`src/rtl/sequential_multiplier.sv`:
```
// Sequential shift-and-add multiplier on operand magnitudes.
// Signs are captured separately so a downstream stage can apply them;
// product is always an unsigned magnitude with its msb clear.
module sequential_multiplier #(
  parameter int DW   = 8,
  parameter int DW_2 = 2*DW
) (
  input  logic            clk,
  input  logic            rst,
  input  logic            start,
  input  logic [DW-1:0]   multiplier,
  input  logic [DW-1:0]   multiplicand,
  output logic [DW_2-1:0] product,
  output logic            multiplier_msb,
  output logic            multiplicand_msb,
  output logic            busy,
  output logic            ready
);

  localparam int CW = $clog2(DW) + 1;

  typedef enum logic [1:0] {IDLE, MULT, DONE} state_t;

  state_t            r_state, w_state_nxt;
  logic [DW-1:0]     r_a;
  logic [DW_2-1:0]   r_b;
  logic [DW_2-1:0]   r_acc;
  logic [CW-1:0]     r_cnt;
  logic [DW_2-1:0]   r_product;
  logic              r_a_msb, r_b_msb;

  logic [DW-1:0]     w_mag_a, w_mag_b;
  logic [DW_2-1:0]   w_acc_nxt;
  logic              w_last;

  // Two's-complement negation of the most negative value wraps to itself,
  // which read as unsigned is exactly 2^(DW-1): no extra bit needed.
  assign w_mag_a   = multiplier[DW-1]   ? (DW'(0) - multiplier)   : multiplier;
  assign w_mag_b   = multiplicand[DW-1] ? (DW'(0) - multiplicand) : multiplicand;
  assign w_acc_nxt = r_acc + (r_a[0] ? r_b : '0);
  assign w_last    = (r_cnt == CW'(DW-1));

  // State register
  always_ff @(posedge clk or negedge rst) begin
    if (!rst) r_state <= IDLE;
    else      r_state <= w_state_nxt;
  end

  // Next-state and status outputs
  always_comb begin
    w_state_nxt = r_state;
    busy        = 1'b0;
    ready       = 1'b0;
    case (r_state)
      IDLE: if (start) w_state_nxt = MULT;
      MULT: begin
        busy = 1'b1;
        if (w_last) w_state_nxt = DONE;
      end
      DONE: begin
        busy        = 1'b1;
        ready       = 1'b1;
        w_state_nxt = IDLE;
      end
      default: w_state_nxt = IDLE;
    endcase
  end

  // Datapath: operand capture in IDLE, one shift-add iteration per MULT cycle
  always_ff @(posedge clk or negedge rst) begin
    if (!rst) begin
      r_a       <= '0;
      r_b       <= '0;
      r_acc     <= '0;
      r_cnt     <= '0;
      r_product <= '0;
      r_a_msb   <= 1'b0;
      r_b_msb   <= 1'b0;
    end else begin
      case (r_state)
        IDLE: if (start) begin
          r_a_msb <= multiplier[DW-1];
          r_b_msb <= multiplicand[DW-1];
          r_a     <= w_mag_a;
          r_b     <= DW_2'(w_mag_b);
          r_acc   <= '0;
          r_cnt   <= '0;
        end
        MULT: begin
          r_acc <= w_acc_nxt;
          r_a   <= r_a >> 1;
          r_b   <= r_b << 1;
          r_cnt <= r_cnt + CW'(1);
          // final partial product folded in directly so DONE shows it
          if (w_last) r_product <= w_acc_nxt;
        end
        default: ;
      endcase
    end
  end

  assign product          = r_product;
  assign multiplier_msb   = r_a_msb;
  assign multiplicand_msb = r_b_msb;

endmodule

```
`config.mk`:
```
export PLATFORM = sky130hd
export DESIGN_NAME = sequential_multiplier
export DESIGN_NICKNAME = d
export VERILOG_FILES = /design/src/rtl/sequential_multiplier.sv
export SDC_FILE = /design/constraint.sdc
export NUM_CORES = 1
export LEC_CHECK = 0
export BUFFER_PORTS_ARGS = -buffer_cell sky130_fd_sc_hd__buf_2
export CORE_ASPECT_RATIO = 1.2
export CORE_MARGIN = 5
export CORE_UTILIZATION = 45
export CTS_BUF_LIST = sky130_fd_sc_hd__clkbuf_4
export CTS_CLUSTER_SIZE = 12
export DETAILED_ROUTE_END_ITERATION = 12
export GPL_TIMING_DRIVEN = 1
export SETUP_SLACK_MARGIN = 0.3
export SYNTH_ARGS = -nofsm -noshare
export SYNTH_HDL_FRONTEND = slang
export SYNTH_SLANG_ARGS = --single-unit
```
`constraint.sdc`:
```
create_clock -name clk -period 3.4 [get_ports clk]
set_input_delay 0.17 -clock clk [delete_from_list [all_inputs] [get_ports clk]]
set_output_delay 0.17 -clock clk [all_outputs]
set_load 0.1 [all_outputs]
```
-- After elaboration in Yosys (flattened, before gate mapping)
Index checks and enable logic that the tools add are counted.
- add/subtract/negate cells: 4
- equal/unequal tests: 5
- muxes and demuxes: 16
- reductions and logical operators: 7
- operators with widths (cell ; number):
    $pmux 16 s2 ; 2
    $mux 16 ; 3
    $mux 8 ; 3
    $add 16x16->16 ; 1
    $pmux 8 s2 ; 1
    $sub 1x8->8 const A ; 2
    $pmux 4 s2 ; 1
    $reduce_and 2->1 ; 4
    $add 4x1->4 const B ; 1
    $eq 4x3->1 const B ; 1
    $mux 2 ; 2
    $mux 4 ; 1
    $ne 2x2->1 const B ; 2
    $pmux 2 s2 ; 1
    $eq 2x1->1 const B ; 1
    $eq 2x2->1 const B ; 1
    $logic_not 2->1 ; 1
    $mux 1 ; 2
    $reduce_bool 2->1 ; 1
    $reduce_or 2->1 ; 1
- bits in registers: 64
- bits of input ports: 19
- output and inout port bits: 20
- word-level logic and storage cells: 40

-- Logic depth before layout (Yosys ltp)
Gate-level depths: netlist of run 1.
- word-level depth: 4
- depth in mapped cells: 10
- mapped depth without buffers: 9

-- Worst setup path before layout of run 1
OpenSTA, ideal clock, no wires.
- path kind: register to register
- start: reg r_a[0]
- end: reg r_acc[14]
- library setup time: 122 ps
- arrival: 2624 ps
- required time: 3278 ps
- setup slack: 654 ps
- cell stages (with the launch flop): 11
- buffers on the path: 1
- clock period less this slack: 2746 ps
- cell sequence: dfrtp_1 > clkbuf_1 > and2_1 > ha_1 > fa_1 > a21o_1 > a311oi_2 > o211a_1 > nor4b_1 > or3_1 > a32o_1
- cells in the longest elaborated chain, start to end: 3
- RTL lines (what ; RTL line ; RTL):
    from (decl) ; 25 ; logic [DW-1:0] r_a;
    from (signal assigned) ; 84 ; r_a <= w_mag_a;
    from (signal assigned) ; 91 ; r_a <= r_a >> 1;
    $mux 16 ; 40 ; assign w_acc_nxt = r_acc + (r_a[0] ? r_b : '0);
    $add 16x16->16 ; 40 ;
    $pmux 16 s2 ; 80 ; case (r_state)
    to (signal assigned) ; 90 ; r_acc <= w_acc_nxt;
    to (decl) ; 27 ; logic [DW_2-1:0] r_acc;
Every way passes these cells.
A chain may end at the register's enable or synchronous reset.

-- Worst setup path after layout of run 1
Ends and elaborated chain as after synthesis.

==> results summary, run 1 <==
The flow ran to the end, and the final reports show no timing, DRC or antenna violations. The max-slew violation count came out at 0. The total negative setup slack is 0 ns. The synthesized design spends more area on one cell type than any other, namely sky130_fd_sc_hd__dfrtp_1.

The detailed router placed 2962 vias in this run. The x dimension of the die is 92 um. The library cells used most frequently in the layout, excluding fill and tap cells, are sky130_fd_sc_hd__dfrtp_1 (63), sky130_fd_sc_hd__nand2_1 (52), sky130_fd_sc_hd__buf_2 (38), sky130_fd_sc_hd__a21oi_1 (30), sky130_fd_sc_hd__ha_1 (21).

The number of nets in the synthesized netlist is about 430. The final design area excluding fillers came out at 0.00405 mm2. The count of synthesis-stage warnings from yosys came out at 0. The data arrival time of the critical path came out at approximately 3.2 ns. The number of distinct standard cells referenced by the synthesized netlist is 50. The count of flip-flops with a built-in enable after synthesis came out at 0.

STA classifies the critical path startpoint as a flop. The worst pin sits at a relative slew slack of a little under two fifths. The effective utilization at floorplan came out at a little under half.

After layout, the minimum clock period comes to between 2 and 3 ns. The count of nets left with antenna violations once routing finished came out at 0. Buffers placed on the I/O ports in this run total 38. The via count of the first global-routing pass came to 2999. The class of the most critical hold timing path is in -> reg.

The total of max-cap violations came out at 0. The per-cell routed wire length is 15.1 um. The total number of H-tree levels is 3.

The measured slew at the worst slew-check pin is ~0.95 ns. The number of top-level design ports is 39. The clock-pin transition on the worst setup and hold timing paths came out at 0.10 ns. The portion of synthesized cell area occupied by the leading cell type is between 40% and 50%. The post-detailed-route via-to-cell ratio is approximately 5.6. The fraction of final layout cells with drive strength greater than 1 is roughly 15%. The number of nets at the end of the flow came out at roughly 470. The HPWL after detailed placement is 5720 um. The leakage power figure came out at ~0.0019 uW. The maximum clock skew at final layout came out at around 0.012 ns.

The pre-antenna-repair detailed-routing pass consisted of 4 iterations. The number of antenna violations at the first check in global routing was 0. After floorplanning, the core was sized to cover between 0.008 and 0.009 mm2. The worst setup path is of the reg -> reg kind. Static timing analysis puts the maximum clock frequency at roughly 340 MHz. For this design the ratio of total power to cell area is slightly above 900 mW/mm2.

Measured along the y axis, the die boundary spans roughly 110 um. Setup repair after global routing left no endpoint under its margin. The overall die area came out at 0.00997 mm2. The commonest non-fill, non-tap cell in the layout is sky130_fd_sc_hd__dfrtp_1. The later pin in the worst-skew pair is clocked with a latency of 0.41 ns.

For this run, asynchronously set or reset flops after synthesis account for between 90% and 100%. For this run, the leading register cell type out of synthesis is sky130_fd_sc_hd__dfrtp_1. For this design, the sink count on the clock tree is 64. After synthesis the cells add up to around 0.0036 mm2. The tree is rooted in a sky130_fd_sc_hd__clkbuf_4.

The number of rows in the core area is 36. The number of diodes added for antenna fixing came out at 0. TritonCTS built the clock tree. The global-route usage over all layers came out at between 10% and 20%. The number of buffers created by CTS came out at 9. Entering global routing, the biggest net connects 65 pins. The worst ir drop on vdd is just over 0.4 mV. The gate count after technology mapping came out at about 390. The number of design-rule violations left by the first detailed-router iteration is 86. The mean area per synthesized cell came out at slightly above 9 um2.

The design draws around 3700 uW. The count of buffers added by post-CTS timing repair for setup is 0. The number of synthesized register bits came out at 64. The leftover overflow at the end of global routing is 0. At the end of routability-driven placement, the weighted congestion stood at roughly 0.82. Summed over all layers, the routed wires come to 7920 um. The buffer levels on the longest clock path came out at 2. In the routed design, unresolved DRC markers number 0. The critical path data required time came out at 3.71 ns.

Compared with the post-synthesis result, the final layout area differs by 11.4%. Summing all placed instances gives a cell area of 0.00390 mm2. The type of element capturing the critical path is a flop. By area the synthesized netlist is led by sky130_fd_sc_hd__dfrtp_1 (44%), sky130_fd_sc_hd__ha_1 (7.2%), sky130_fd_sc_hd__nand2_1 (5.4%). The largest fanout on the critical path is 17. The portion of the clock cycle consumed by the worst path in the final layout came out at between 80% and 90%. The first-pass GRT wire length is ~14000 um. The total of endpoints with negative setup slack in the final report is 0. The fraction of the yosys area taken by sequential cells came out at roughly 44%. The hold violation total from the final report is 0.
-- cell usage after synthesis, types with 3 or more instances --
| cell | number |
|---|---|
| sky130_fd_sc_hd__o211ai_1 | 5 |
| sky130_fd_sc_hd__inv_1 | 13 |
| sky130_fd_sc_hd__o21a_1 | 3 |
| sky130_fd_sc_hd__nand2_1 | 52 |
| sky130_fd_sc_hd__xor2_1 | 10 |
| sky130_fd_sc_hd__a21o_1 | 7 |
| sky130_fd_sc_hd__o31ai_1 | 9 |
| sky130_fd_sc_hd__xnor2_1 | 10 |
| sky130_fd_sc_hd__a21oi_1 | 30 |
| sky130_fd_sc_hd__nor2_1 | 15 |
| sky130_fd_sc_hd__a22o_1 | 13 |
| sky130_fd_sc_hd__o22ai_1 | 10 |
| sky130_fd_sc_hd__and3_1 | 3 |
| sky130_fd_sc_hd__o21ai_1 | 16 |
| sky130_fd_sc_hd__or3_1 | 4 |
| sky130_fd_sc_hd__ha_1 | 21 |
| sky130_fd_sc_hd__clkbuf_1 | 15 |
| sky130_fd_sc_hd__nor3_1 | 5 |
| sky130_fd_sc_hd__dfrtp_1 | 64 |
| sky130_fd_sc_hd__mux2_2 | 3 |
| sky130_fd_sc_hd__nand3_1 | 11 |
| sky130_fd_sc_hd__o21ai_0 | 18 |
| sky130_fd_sc_hd__and2_1 | 15 |
| sky130_fd_sc_hd__nand4_1 | 4 |
| sky130_fd_sc_hd__nand2b_1 | 3 |
-- registers in the layout, indices dropped and copies added (netlist names) --
name,flops
r_cnt,4
r_state,2
r_a,8
r_acc,16
r_b,16
multiplicand_msb,1
multiplier_msb,1
product,16
-- routing by layer --
| metal | wire, um | global-route usage [%] |
|---|---|---|
| met5 | 0 | 0 |
| met4 | 154 | 7.86 |
| met3 | 304 | 2.64 |
| met2 | 3790 | 29.1 |
| met1 | 3670 | 22.2 |
-- power breakdown --
| part | switching, uW | leakage, uW | total [uW] | internal, uW |
|---|---|---|---|---|
| clock | 275 | 0.0000734 | 498 | 223 |
| sequential | 181 | 0.000830 | 1200 | 1020 |
| combinational | 1390 | 0.00100 | 2010 | 624 |
| total | 1840 | 0.00191 | 3710 | 1860 |
-- logic make-up (layout without fill, tap and decap cells) --
kind of cell	Yosys count	after routing	synth area share [%]
simple gates	121	121	15.9
fa+ha+maj	22	22	7.79
flops	64	64	44.1
buf+inv	33	73	3.48
mux	3	3	0.930
compound gates	128	128	23.0
xor+xnor	20	20	4.82
-- per-stage QoR --
stage	util [%]	std cells	setup WS, ns	hold WS [ns]
CTS	50.4	526	0.395	0.0150
global route	50.5	526	0.371	0.0546
global placement	48.6	509	0.534	0.411
detailed placement	48.6	509	0.428	0.410
finish	50.5	526	0.486	0.0355
floorplan	-	391	0.654	-0.126
-- path summary, 6_finish.rpt --
path / start / endpoint / slack [ns] / depth (start not counted)
worst min register to register: product[9] / product[9] / 0.48 / 2
worst min-delay path: multiplier[6] / r_a[7] / 0.04 / 4
worst max-delay path: r_a[0] / r_acc[14] / 0.49 / 9
max in group asynchronous: rst / r_a[0] / 2.36 / 3
min in group asynchronous: rst / r_acc[5] / 0.45 / 3
worst max register to register: r_a[0] / r_acc[14] / 0.49 / 9
-- critical path, cell delays in order, from the launching register on --
cell and delay, ns:
sky130_fd_sc_hd__dfrtp_2 0.52, sky130_fd_sc_hd__and2_1 0.18, sky130_fd_sc_hd__ha_1 0.20, sky130_fd_sc_hd__fa_1 0.41, sky130_fd_sc_hd__a21o_1 0.24, sky130_fd_sc_hd__a311oi_2 0.34, sky130_fd_sc_hd__o211a_1 0.28, sky130_fd_sc_hd__nor4b_1 0.08
sky130_fd_sc_hd__or3_1 0.31, sky130_fd_sc_hd__a32o_1 0.26
-- repair_timing --
action	4_1_cts	5_1_grt
gates resized for setup	0	1
hold buffers	2	0
setup endpoints to repair	0	1
hold endpoints to repair	65	0
-- cell type report --
| class | instances | area, um2 |
|---|---|---|
| sequential | 64 | 1600 |
| multi-input combinational | 294 | 1910 |
| clock buffer | 10 | 75.1 |
| clock inverter | 5 | 48.8 |
| timing repair buffer | 44 | 240 |
| tap | 95 | 119 |
| inverter | 14 | 52.6 |
| fill | 793 | 3970 |
(Power assumes the default switching activity.)
==> run 2: changes to the inputs <==
--- a/config.mk
+++ b/config.mk
@@ -7,7 +7,7 @@
 export LEC_CHECK = 0
 export BUFFER_PORTS_ARGS = -buffer_cell sky130_fd_sc_hd__buf_2
 export CORE_ASPECT_RATIO = 1.2
-export CORE_MARGIN = 5
+export CORE_MARGIN = 2
 export CORE_UTILIZATION = 45
 export CTS_BUF_LIST = sky130_fd_sc_hd__clkbuf_4
 export CTS_CLUSTER_SIZE = 12
==> results summary, run 2 (same netlist as run 1, synthesis figures left out) <==
Registers are responsible for ~31% of the overall power. The via count is about 2900. The signed area change from the synthesized netlist to the final layout is 11.9%. The run finished with clean final reports. The total number of H-tree levels is 3. The first-pass GRT wire length is about 14000 um. The number of antenna violations at the first check in global routing is 0.

The leftover overflow at the end of global routing came out at 0. The wire length reported by the detailed router is 8040 um. After floorplanning, the core was divided into 35 placement rows.

The power density of the placed cells is 942 mW/mm2. Entering global routing, the biggest net connects 41 pins. In this run the remaining antenna-violating nets after routing total 0. Clock-pin slew was measured on the worst setup and hold paths at 0.11 ns. In the final layout, the share of cells above drive strength 1 is around 15%.

The max-slew violation count was 0. The tree is rooted in a sky130_fd_sc_hd__clkbuf_4. Broken down by cell family, the worst path's largest delay share belongs to compound AO/OA/AOI/OAI gates. The critical path in this run is classified as reg -> reg. The via count of the first global-routing pass is around 2800. Setup violations remaining at the end of the flow were counted as 0. The portion of the clock cycle consumed by the worst path in the final layout came out at between 80% and 90%.

The latest clock arrival within the worst-skew pair came out at roughly 0.43 ns. The buffer levels on the longest clock path came out at 2. The total internal power came out at 1960 uW. The critical path data required time came out at between 3 and 4 ns. The area of the placeable core came out at slightly below 0.008 mm2. Walking the worst path, the cells encountered are and2_1 > ha_1 > fa_1 > a21o_1 > a311oi_2 > o211a_1 > nor4b_1 > or3_1 > a32o_1. In this run the worst hold path is classified as in -> reg. The highest attainable clock frequency is around 350 MHz.

Subtracting the final worst setup slack from the clock period gives 2.88 ns. The weighted congestion reported at the end of routability-driven placement is 0.878. In this run the vertical extent of the chip is 102 um.

The share of total power in the clock network is around 16%. In the layout the commonest cells are sky130_fd_sc_hd__dfrtp_1 (63), sky130_fd_sc_hd__nand2_1 (52), sky130_fd_sc_hd__buf_2 (38), sky130_fd_sc_hd__a21oi_1 (30), sky130_fd_sc_hd__ha_1 (21). The data arrival time of the critical path is between 3 and 4 ns. The residual DRC count is 0. The hold violation total from the final report came out at 0. The number of top-level design ports came out at 39. The worst ir drop on vdd came out at between 0.4 and 0.5 mV. The part of the total power dissipated in combinational logic is about 53%.

The number of diodes added for antenna fixing came out at 0. The clock net sink count came out at 64. The buffer and inverter count on the worst path is 0.

The count of buffers added by post-CTS timing repair for setup came out at 0. During placement, the flow inserted port buffers numbering 38. The tightest hold margin is 0.0286 ns.

The delay of the slowest cell on the worst path came out at around 0.50 ns. The global-route usage over all layers came out at 19.8%. The worst-case headroom to the max-slew limit is between 30% and 40%. On the critical path, the stage with the largest delay is an instance of sky130_fd_sc_hd__dfrtp_2. In the final routed layout, each cell accounts on average for roughly 15 um. The final layout contains ~470 nets. For the final routed database, the setup TNS stands at 0 ns. The HPWL after detailed placement is 5850 um. The tool flagged a number of max-cap violations equal to 0. The minimum setup slack after placement is around 0.48 ns. For the pin with the worst max-slew slack, the measured transition is about 0.97 ns. Along the worst path, the maximum fanout reaches 17. The x dimension of the die came out at between 80 and 90 um.

Leaving out fill and tap cells, the most frequent cell in the layout is sky130_fd_sc_hd__dfrtp_1. STA classifies the critical path startpoint as a flop. The effective utilization at floorplan is between 40% and 50%. The switching share of total power came out at between 40% and 50%. Dividing the detail-routed via count by the number of cells gives about 5.6. The worst setup path is captured at a flop. The net switching power figure came out at between 1500 and 2000 uW. TritonCTS built the clock tree. The detailed-routing iteration count for the pre-antenna-repair pass is 4. The leakage power figure is 0.00191 uW.

Setup repair after global routing left no endpoint under its margin. The end-of-flow core utilization is 52.4%. Across all setup checks in the final design, the least slack found is around 0.52 ns.

The clock arrives with about 0.020 ns of skew. The overall die area is 0.00881 mm2. The number of buffers created by CTS is 9. The number of design-rule violations left by the first detailed-router iteration is between 100 and 150.
run 2: stage by stage:
stage / power (uW) / cells / instance area [um2]
6_report: 3830 / 522 / 4060
5_1_grt: 4120 / 522 / 4060
4_1_cts: 3850 / 522 / 4060
3_5_place_dp: 3240 / 505 / 3890
3_3_place_gp: 3210 / 505 / 3890
2_1_floorplan: 2820 / 391 / 3630
run 2: power groups by stage:
stage               clock, uW  combinational (uW)  sequential, uW
global route              647                2230            1240
floorplan                   0                1240            1580
finish                    612                2020            1200
global placement            0                2000            1210
detailed placement          0                2030            1210
CTS                       617                2030            1200
run 2: routing by layer:
layer  GRT usage [%]  part of all wire (%)  vias up
met5               0                     0        -
met4            8.42                   2.1        0
met3            3.15                   2.6       14
met2            32.9                    48       45
met1            25.8                    48     1385
li1                -                     -     1485
run 2: cell type report:
cell class	count	area, um2
inverter	14	52.6
clock buffer	11	82.6
fill	759	3690
timing repair buffer	42	223
tap	92	115
multi-input combinational	294	1910
sequential	64	1600
clock inverter	5	81.3
run 2: worst register-to-register path, delay by kind of cell (launching register included):
kind	cells	cell delay [ns]
AOI/OAI and AO/OA	4	1.08
adders and majority gates	2	0.63
and+or+nand+nor	3	0.57
DFF	1	0.50
run 2: final timing paths:
path	startpoint	end	slack (ns)	depth (start not counted)
max	r_a[0]	r_acc[14]	0.52	9
min	multiplicand[0]	r_b[0]	0.03	2
max reg2reg	r_a[0]	r_acc[14]	0.52	9
min reg2reg	product[7]	product[7]	0.48	2
max in group asynchronous	rst	r_a[0]	2.14	3
min in group asynchronous	rst	r_acc[5]	0.27	2
run 2: what timing repair did:
| item | in CTS | in global routing |
|---|---|---|
| endpoints found under the hold margin | 24 | 0 |
| resized for setup | 0 | 1 |
| hold buffers | 1 | 0 |
| setup endpoints to repair | 0 | 1 |
==> run 3: changes to the inputs <==
--- a/config.mk
+++ b/config.mk
@@ -5,6 +5,7 @@
 export SDC_FILE = /design/constraint.sdc
 export NUM_CORES = 1
 export LEC_CHECK = 0
+export ABC_AREA = 1
 export BUFFER_PORTS_ARGS = -buffer_cell sky130_fd_sc_hd__buf_2
 export CORE_ASPECT_RATIO = 1.2
 export CORE_MARGIN = 2
==> constraint.sdc (replaced) <==
create_clock -name clk -period 2.7 [get_ports clk]
set_input_delay 0.135 -clock clk [delete_from_list [all_inputs] [get_ports clk]]
set_output_delay 0.135 -clock clk [all_outputs]
set_load 0.1 [all_outputs]
==> results summary, run 3 <==
The max-slew violation count came out at 0. The minimum setup slack after placement is 0.476 ns. The area used by sequential logic in the layout came out at 0.00160 mm2. In the routed layout, each cell is associated on average with a via count of around 4.7. The mean area per synthesized cell is approximately 7.2 um2.

The synthesized-area fraction occupied by xor and xnor cells came out at between 2 and 2.5%. The signed area change from the synthesized netlist to the final layout is 14.7%. Leaving out fill and tap cells, the most frequent cell in the layout is sky130_fd_sc_hd__nand2_1. Leaving out fill and tap cells, the most frequent cells in the layout are sky130_fd_sc_hd__nand2_1 (196), sky130_fd_sc_hd__inv_1 (90), sky130_fd_sc_hd__dfrtp_1 (63), sky130_fd_sc_hd__nand3_1 (40), sky130_fd_sc_hd__buf_2 (38).

The clock passes through at most 2 buffers. The synthesized netlist net count came out at between 500 and 600. The maximum clock skew at final layout is just over 0.02 ns. For this design the top-level I/O count stands at 39. The residual DRC count came out at 0. The number of rows in the core area came out at 37. The gate count after technology mapping is between 500 and 600. The per-cell routed wire length is 11.9 um. The least setup slack across all paths after layout is between 0.5 and 0.6 ns.

Detailed placement ended at an HPWL of approximately 6000 um. The arithmetic-cell share of the synthesized area counting full adders, half adders and majority gates came out at under 10%. The number of antenna violations at the first check in global routing came to 0. The number of design-rule violations left by the first detailed-router iteration came out at around 130. In this run the critical register-to-register path is launched from r_a[0]. The end-of-flow core utilization is 52.6%. For this configuration, the core starts out at a cell density of between 40% and 50%. The length in cells of the worst reg-to-reg path came out at 11. The die is roughly 110 um tall. After synthesis, the most frequently instantiated cells are sky130_fd_sc_hd__nand2_1 (196), sky130_fd_sc_hd__inv_1 (90), sky130_fd_sc_hd__dfrtp_1 (64), sky130_fd_sc_hd__nand3_1 (40), sky130_fd_sc_hd__ha_1 (21). Detailed routing inserted a total of ~3300 vias. In this run the most critical hold path is launched from multiplicand[6]. 0 antenna diodes ended up in the layout. The fraction of final layout cells with drive strength greater than 1 came out at a little under an eighth. The weighted congestion reported at the end of routability-driven placement came out at 0.792. The hold violation total from the final report came out at 0.

The portion of synthesized cell area occupied by the leading cell type is between 40% and 50%. The number of synthesized register bits came out at 64. The type of origin of the critical path is a flop. The critical path data required time is just over 3 ns. Timing would allow up to 465 MHz.

The count of buffers added by post-CTS timing repair for setup came out at 0. Summed over all cells, the static leakage comes to between 0.002 and 0.003 uW. Synthesis instantiated 30 different standard cells from the library.

The wire length reported by the detailed router came out at 8410 um. The setup check on the worst reg-to-reg path leaves a slack of between 0.5 and 0.6 ns. Max-cap violations in this run came to 0. The run finished with clean final reports. The worst hold path terminates at r_b[6]. Setup repair after global routing left no endpoint under its margin.

The type of element capturing the critical path is a flop. The net count of the finished layout is 625. The share of the Yosys chip area taken by registers is 41.3%. The synthesized netlist devotes 9.15% of its cell area to compound gates. The worst setup path is of the reg -> reg kind. The count of buffers added on input and output ports is 38. The final design area excluding fillers came out at between 0.004 and 0.005 mm2. At the pin with the least slew margin, the transition time is 0.808 ns. The H-tree was split into 3 levels.

The endpoint identified for the worst register-to-register timing path is r_acc[6]. The largest area contributor in the netlist is sky130_fd_sc_hd__dfrtp_1. The share of flip-flops with an asynchronous set or reset came out at 100%. TritonCTS built the clock tree. The area of the mapped netlist is a little under 0.004 mm2. The data arrival time of the critical path came out at approximately 2.5 ns.

In this run the tightest slew margin relative to its limit is 46.1%. Across every metal layer, demand over resource in global routing totals between 20% and 30%. The tightest hold margin is about 0.027 ns.

The final-layout fill cell count is roughly 860. The portion of the clock cycle consumed by the worst path in the final layout is around 80%. The multiplexer area fraction after synthesis is 0%. Setup violations remaining at the end of the flow were counted as 0. The overall die area came out at 0.00939 mm2. The root buffer cell chosen for the clock tree is sky130_fd_sc_hd__clkbuf_4. Counting instances, the worst hold path has a depth of 4. The latest clock arrival within the worst-skew pair came out at between 0.4 and 0.5 ns. The residual antenna-violating net count after detailed routing is 0.

Along the worst path, the maximum fanout reaches 17. In this run the standard cell core region covers 0.00847 mm2. The via count of the first global-routing pass came to between 3000 and 4000.

The x dimension of the die came out at 88.8 um. The clock-pin transition on the worst setup and hold timing paths is roughly 0.12 ns. The total negative setup slack came out at 0 ns. After synthesis, the largest family of logic cells by area is simple AND/OR/NAND/NOR gates.

The minimum clock period after layout came out at 2.15 ns. The largest net degree at the start of global routing came out at between 60 and 70. The clock net sink count came out at 64. By area the synthesized netlist is led by sky130_fd_sc_hd__dfrtp_1 (41%), sky130_fd_sc_hd__nand2_1 (19%), sky130_fd_sc_hd__inv_1 (8.7%). The min-delay analysis places its worst path in the category in -> reg. The detailed-routing iteration count for the pre-antenna-repair pass came out at 4.

The leftover overflow at the end of global routing came out at 0. Yosys mapped a number of flops with a built-in enable equal to 0. The simple-gate portion of the synthesized area came out at approximately 29%. The count of synthesis-stage warnings from yosys is 0.

IR analysis of the VDD net gives a maximum drop of around 0.94 mV. The power density of the placed cells is 1030 mW/mm2. The cell area reported after detailed placement is roughly 0.0042 mm2. The cell with the most instances after synthesis is sky130_fd_sc_hd__nand2_1.

The most used flip-flop cell after synthesis is sky130_fd_sc_hd__dfrtp_1. The number of buffers created by CTS is 9. The area used by multi-input combinational logic came out at between 0.0015 and 0.002 mm2. The first-pass GRT wire length is 14700 um.
[run 3: layer usage]
metal | wire length, um | global-route usage (%) | vias to the layer above
met1 | 3860 | 24.8 | 1493
met5 | 0 | 0 | -
met3 | 237 | 3.45 | 16
li1 | - | - | 1779
met4 | 199 | 9.74 | 0
met2 | 4110 | 34.1 | 45
[run 3: worst max-delay path by stage]
stage | startpoint | to | slack (ns) | cells after the start
floorplan | r_a[0] | product[6] | 0.52 | 13
global placement | r_a[0] | r_acc[6] | 0.53 | 11
detailed placement | r_a[0] | r_acc[6] | 0.48 | 11
CTS | r_a[0] | r_acc[6] | 0.45 | 11
global route | r_a[0] | r_acc[12] | 0.36 | 12
finish | r_a[0] | r_acc[6] | 0.55 | 11
[run 3: cell type report]
class,count,share of cell area [%]
inverter,93,7.84
multi-input combinational,366,42.1
sequential,64,36.0
clock inverter,6,2.42
timing repair buffer,50,6.74
clock buffer,10,1.69
tap,117,3.29
[run 3: kinds of logic (layout without fill, tap and decap cells)]
logic type / Yosys count / in the layout
xor+xnor: 11 / 11
buf+inv: 106 / 159
fa+ha+maj: 22 / 22
simple gates: 276 / 276
compound gates: 57 / 57
flops: 64 / 64
[run 3: timing repair]
item,CTS,global route
hold endpoints to repair,70,0
hold buffers,8,0
gates resized for setup,0,1
endpoints found under the setup margin,0,4
[run 3: worst max-delay path, stage by stage (launching register included)]
cell and delay (ns):
sky130_fd_sc_hd__dfrtp_2 0.52, sky130_fd_sc_hd__nand2_1 0.10, sky130_fd_sc_hd__inv_1 0.04, sky130_fd_sc_hd__ha_1 0.21
sky130_fd_sc_hd__fa_1 0.42, sky130_fd_sc_hd__nand2_1 0.09, sky130_fd_sc_hd__nand2_1 0.07, sky130_fd_sc_hd__nand3b_1 0.09
sky130_fd_sc_hd__nand2_1 0.10, sky130_fd_sc_hd__or2_2 0.29, sky130_fd_sc_hd__nand3_1 0.07, sky130_fd_sc_hd__nand2_1 0.05
[run 3: power by group]
part | internal [uW] | leakage (uW) | switching, uW
Clock | 476 | 0.0000980 | 366
Combinational | 597 | 0.00166 | 1630
Sequential | 1290 | 0.000855 | 218
Total | 2360 | 0.00261 | 2210
[run 3: stage by stage]
stage	instances	total power (uW)
finish	706	4570
global route	706	4930
CTS	706	4630
detailed placement	682	3760
global placement	682	3730
floorplan	536	3300
